$ cat src/rtl/spi_pkg.sv
// rtl/spi_pkg.sv - SPI register-link frame definitions shared by host and slave decode
package spi_pkg;

  localparam int DEF_CMD_WIDTH = 8;
  localparam int DEF_ADDR_BITS = 2;
  localparam int DEF_REG_WIDTH = 8;
  localparam int DEF_HALF_DIV  = 2;

  typedef enum logic [2:0] {IDLE, SETUP, SHIFT, HOLD, GAP} state_t;

  // Command byte: write flag in the MSB, address in the low bits, zeros between.
  function automatic logic [DEF_CMD_WIDTH-1:0] build_cmd(input logic write,
                                                         input logic [DEF_ADDR_BITS-1:0] addr);
    logic [DEF_CMD_WIDTH-1:0] cmd;
    cmd = '0;
    cmd[DEF_CMD_WIDTH-1] = write;
    cmd[DEF_ADDR_BITS-1:0] = addr;
    return cmd;
  endfunction

endpackage

$ cat src/rtl/spi_clk_div.sv
// rtl/spi_clk_div.sv - half-period counter producing SCLK rise/fall strobes
module spi_clk_div #(
  parameter int HALF_DIV = 2
) (
  input  logic clk,
  input  logic rst_n,
  input  logic en,
  input  logic toggle_en,
  output logic tick,
  output logic near,
  output logic rise,
  output logic fall
);

  localparam int CW = $clog2(HALF_DIV);
  localparam logic [CW-1:0] LAST = CW'(HALF_DIV - 1);
  localparam logic [CW-1:0] NEXT_TO_LAST = CW'(HALF_DIV - 2);

  logic [CW-1:0] cnt;
  logic          phase;

  // Every state change happens on a tick or from IDLE, so the count restarts at each entry.
  always_ff @(posedge clk or negedge rst_n) begin
    if (!rst_n) begin
      cnt   <= '0;
      phase <= 1'b0;
    end else begin
      if (!en || tick) cnt <= '0;
      else             cnt <= cnt + 1'b1;
      if (!toggle_en)  phase <= 1'b0;
      else if (tick)   phase <= ~phase;
    end
  end

  assign tick = en && (cnt == LAST);
  assign near = en && (cnt == NEXT_TO_LAST);
  assign rise = tick && toggle_en && !phase;
  assign fall = tick && toggle_en && phase;

endmodule

$ cat src/rtl/spi_host.sv
// rtl/spi_host.sv - mode-0 MSB-first SPI initiator for one register transaction per frame
module spi_host
  import spi_pkg::*;
#(
  parameter int CMD_WIDTH = DEF_CMD_WIDTH,
  parameter int ADDR_BITS = DEF_ADDR_BITS,
  parameter int REG_WIDTH = DEF_REG_WIDTH,
  parameter int HALF_DIV  = DEF_HALF_DIV
) (
  input  logic                 wb_clk_i,
  input  logic                 wb_rst_ni,
  input  logic                 req_valid,
  output logic                 req_ready,
  input  logic                 req_write,
  input  logic [ADDR_BITS-1:0] req_addr,
  input  logic [REG_WIDTH-1:0] req_wdata,
  output logic                 rsp_valid,
  output logic [REG_WIDTH-1:0] rsp_rdata,
  output logic                 busy,
  output logic                 spi_clk,
  output logic                 spi_mosi,
  output logic                 spi_sel,
  input  logic                 spi_miso
);

  localparam int FRAME = CMD_WIDTH + REG_WIDTH;
  localparam int BW    = $clog2(FRAME + 1);

  state_t               state;
  logic [CMD_WIDTH-1:0] cmd;
  logic [FRAME-1:0]     frame;
  logic [FRAME-2:0]     tx;
  logic [REG_WIDTH-1:0] rx;
  logic [BW-1:0]        bit_cnt;
  logic                 tick, near, rise, fall;

  always_comb begin
    cmd = '0;
    cmd[CMD_WIDTH-1] = req_write;
    cmd[ADDR_BITS-1:0] = req_addr;
  end

  assign frame     = {cmd, req_wdata};
  assign req_ready = (state == IDLE);
  assign busy      = (state != IDLE);

  spi_clk_div #(.HALF_DIV(HALF_DIV)) u_div (
    .clk       (wb_clk_i),
    .rst_n     (wb_rst_ni),
    .en        (state != IDLE),
    .toggle_en (state == SHIFT),
    .tick      (tick),
    .near      (near),
    .rise      (rise),
    .fall      (fall)
  );

  always_ff @(posedge wb_clk_i or negedge wb_rst_ni) begin
    if (!wb_rst_ni) begin
      state     <= IDLE;
      spi_clk   <= 1'b0;
      spi_sel   <= 1'b1;
      spi_mosi  <= 1'b0;
      rsp_valid <= 1'b0;
      rsp_rdata <= '0;
      tx        <= '0;
      rx        <= '0;
      bit_cnt   <= '0;
    end else begin
      rsp_valid <= 1'b0;
      case (state)
        IDLE: if (req_valid) begin
          state    <= SETUP;
          spi_sel  <= 1'b0;
          spi_mosi <= frame[FRAME-1];
          tx       <= frame[FRAME-2:0];
          bit_cnt  <= '0;
        end
        SETUP: if (tick) state <= SHIFT;
        SHIFT: begin
          if (rise) begin
            spi_clk <= 1'b1;
            rx      <= {rx[REG_WIDTH-2:0], spi_miso};
          end
          if (fall) begin
            spi_clk <= 1'b0;
            bit_cnt <= bit_cnt + 1'b1;
            if (bit_cnt == BW'(FRAME - 1)) begin
              state <= HOLD;
            end else begin
              spi_mosi <= tx[FRAME-2];
              tx       <= {tx[FRAME-3:0], 1'b0};
            end
          end
        end
        HOLD: if (tick) begin
          state     <= GAP;
          spi_sel   <= 1'b1;
          rsp_valid <= 1'b1;
          rsp_rdata <= rx;
        end
        // Leave a cycle early: the IDLE/accept cycle completes the HALF_DIV-cycle sel-high gap.
        GAP: if (near) state <= IDLE;
        default: state <= IDLE;
      endcase
    end
  end

endmodule
$ cat config.mk
export PLATFORM = sky130hd
export DESIGN_NAME = spi_host
export DESIGN_NICKNAME = d
export VERILOG_FILES = /design/src/rtl/spi_pkg.sv /design/src/rtl/spi_clk_div.sv /design/src/rtl/spi_host.sv
export SDC_FILE = /design/constraint.sdc
export NUM_CORES = 1
export LEC_CHECK = 0
export ABC_AREA = 1
export CORE_UTILIZATION = 54
export DETAILED_ROUTE_END_ITERATION = 6
export GPL_ROUTABILITY_DRIVEN = 0
export GPL_TIMING_DRIVEN = 0
export PLACE_DENSITY = 0.79
export SLEW_MARGIN = 20
export SYNTH_ARGS = -nofsm -noshare
export SYNTH_HDL_FRONTEND = slang
export SYNTH_SLANG_ARGS = --single-unit
$ cat constraint.sdc
create_clock -name wb_clk_i -period 1.8 [get_ports wb_clk_i]
set_input_delay 0.27 -clock wb_clk_i [delete_from_list [all_inputs] [get_ports wb_clk_i]]
set_output_delay 0.27 -clock wb_clk_i [all_outputs]
set_load 0.05 [all_outputs]
==> key figures <==
Outcome
  • Status: complete, no violations

Run
  • # Max-Cap Violations: 0

Power and ir drop
  • Final Power: 4380 uW
  • Clk pwr share: 15.5%
  • Switching Share: around 46%
  • Reg power frac: approximately 36%
  • Internal: about 2300 uW
  • Peak supply drop: 1.08 mV
  • Power per standard cell area: between 1500 and 2000 nW/um^2
  • NetSw: 2030 uW
  • Gate power share: between 40% and 50%
  • LEAKAGE: 0.00142 uW

Detailed routing
  • Drt initial violations: 72
  • DRC viols: 0
  • DR vias: ~1,600
  • Overall routed net length: ~3.8 mm
  • Post-DRT Antenna Nets: 0
  • Wire length per cell: 11.3 um
  • Drt pass-1 iters: 4
  • Vias per cell: around 4.8

Die
  • Placeable core area: between 3000 and 4000 um^2
  • Chip width: around 65 um
  • Die Y-Extent: ~65 um
  • Initial core utilization: a little under three fifths
  • I/O pin cnt: 29
  • Num rows: 22
  • DIE AREA: ~4200 um^2

Synthesis
  • Post-Syn Area: ~2100 um^2
  • FF+latch count, synth: 45
  • Mux share of post-synthesis cell area: 0%
  • Post-synth top area share: approximately 52%
  • Post-synthesis compound-gate area fraction: 8.13%
  • Library cells used by synthesis: 23
  • Main combinational cell family by area after synthesis: simple AND/OR/NAND/NOR gates
  • Avg Cell Area, Syn: ~8.4 um^2
  • Adder-cell share of the synthesized area: 1.18%
  • Synthesized Nets: 270
  • Post-Synthesis Cells: 253
  • Post-Synth XOR/XNOR Area: less than 1%
  • Simple-gate share of the synthesized area: 29.6%
  • Synthesis Warnings: 0
  • Synth area leaders: dfrtp_1 52%, nand2_1 19%, nand3_1 4.7%
  • Synth area leader: dfrtp_1
  • Post-synthesis sequential area ratio: between 50% and 60%

Clock network
  • CTS Buf Count: 5
  • Clock Latency Late Sink: between 300 and 400 ps
  • Setup repair bufs after CTS: 0
  • Longest Clk Path Bufs: 2
  • Clk sink count: 45
  • Reg clk slew, reported paths: ~100 ps
  • TritonCTS clock tree: built
  • Root buffer cell: clkbuf_8
  • Clock H-tree levels: 2

Critical path
  • Critical Path AT: around 1500 ps
  • Max incr delay on CP: around 800 ps
  • Worst-path fanout max: 2
  • Critical Setup Path Class: reg -> out
  • CP bufs+invs: 1
  • CP startpoint kind: flop
  • Crit. End Element: output pin
  • Req. time, crit path: 1530 ps
  • Crit-path slowest cell: clkdlybuf4s50_1
  • CP Cell Sequence: clkdlybuf4s50_1
  • Largest delay contributor family on the critical path: buffers and inverters

STA
  • Final period utilization: between 90% and 100%
  • Maximum clock frequency: 575 MHz
  • Fin Clk Skew: between 7 and 8 ps
  • Setup violators final: 0
  • Slew @ Worst Pin: about 530 ps
  • Slew headroom: between 60% and 70%
  • Slew Limit Fails: 0
  • Unrepaired setup endpoints after global routing: false
  • Final hold vios: 0
  • Tmin final: roughly 1700 ps

Final layout
  • Final Core Density: between 60% and 70%
  • Fin nets: about 310
  • Most frequent cells in the layout: 109 x nand2_1, 43 x dfrtp_1, 24 x inv_1
  • Layout cell share with drive strength beyond 1: between 10% and 20%
  • # diodes: 0
  • Fillcell total: just over 300
  • P&R area growth vs syn: 22.2%
  • Layout Cells excl Fill: approximately 340
  • Most common cell after layout, fill and taps aside: nand2_1
  • Design area: between 2000 and 3000 um^2

Hold path
  • Worst Hold Class: in -> async

Placement
  • Placed cell area: 2490 um^2
  • Number of port buffers: 28
  • Dpl cells: 330
  • Post-DP HPWL: 2.74 mm

Global routing
  • Initial antenna violation count: 0
  • Total GRT Usage: 21.2%
  • First-pass GRT wire length: roughly 7 mm
  • Largest net degree at the start of global routing: 26
  • Grt ovf: 0
  • Vias in the first global route: about 1,600
through the flow:
step | hold WS (ps) | setup TNS [ps] | setup slack [ps]
2_1_floorplan | -25.6 | 0 | 189
3_3_place_gp | 449 | -33970 | -763
3_5_place_dp | 256 | -207 | -105
4_1_cts | 468 | 0 | 33.1
5_1_grt | 496 | 0 | 9.44
6_report | 454 | 0 | 61.9
power groups by stage:
stage                     Sequential (uW)  Combinational [uW]  Clock (uW)
after global placement               1570                2160           0
final                                1550                2140         679
after detailed placement             1570                2190           0
after floorplan                      1880                1290           0
after CTS                            1550                2170         691
after global routing                 1590                2380         732
metal layers:
layer  track usage (%)  vias up  routed length (um)
met5                 0        -                   0
met4              6.67        0                  46
met3              5.81        6                 159
met2              34.2       25                1740
met1              27.6      749                1890
li1                  -      858                   -
final cells by class:
class,count,area (um^2),area share (%)
sequential,45,1130,43.5
multi-input combinational,174,843,32.5
timing repair buffer,30,302,11.6
inverter,27,101,3.91
clock buffer,5,68.8,2.65
buffer,7,61.3,2.36
tap,48,60.1,2.32
clock inverter,3,28.8,1.11
registers in the layout, indices dropped and copies added, names as in the netlist:
name / count
spi_clk: 1
rsp_rdata: 8
u_div.cnt: 1
tx: 15
rx: 8
state: 3
spi_mosi: 1
rsp_valid: 1
bit_cnt: 5
spi_sel: 1
u_div.phase: 1
cell families after synthesis:
kind of cell,after synthesis
xor gates and xnor gates,1
adders and majority gates,2
DFF,45
buffers and inverters,34
AOI/OAI and AO/OA,25
and+or+nand+nor,146
what timing repair did:
| item | in CTS | in global routing |
|---|---|---|
| resized for setup | 11 | 5 |
| pin swaps | 0 | 1 |
| endpoints found under the hold margin | 19 | 0 |
| hold buffers | 1 | 0 |
| setup endpoints to repair | 3 | 9 |
worst paths after layout:
kind,start,end,slack (ps),cells after the start
max in group asynchronous,wb_rst_ni,spi_mosi,850,3
min,wb_rst_ni,bit_cnt[0],450,2
max reg2reg,bit_cnt[0],tx[8],140,9
min reg2reg,tx[7],tx[7],480,2
min in group wb_clk_i,tx[7],tx[7],480,2
max,rsp_rdata[3],rsp_rdata[3],60,1
synthesized netlist by cell type (all sizes together):
master	instances
dfstp	1
nand4	1
nor3	1
ha	2
o21ai	22
nor2	11
a21oi	2
o21bai	1
xor2	1
buf	7
dfrtp	44
nand3	20
inv	27
nand2	113
No activity file was read; power rests on OpenSTA's default activity.
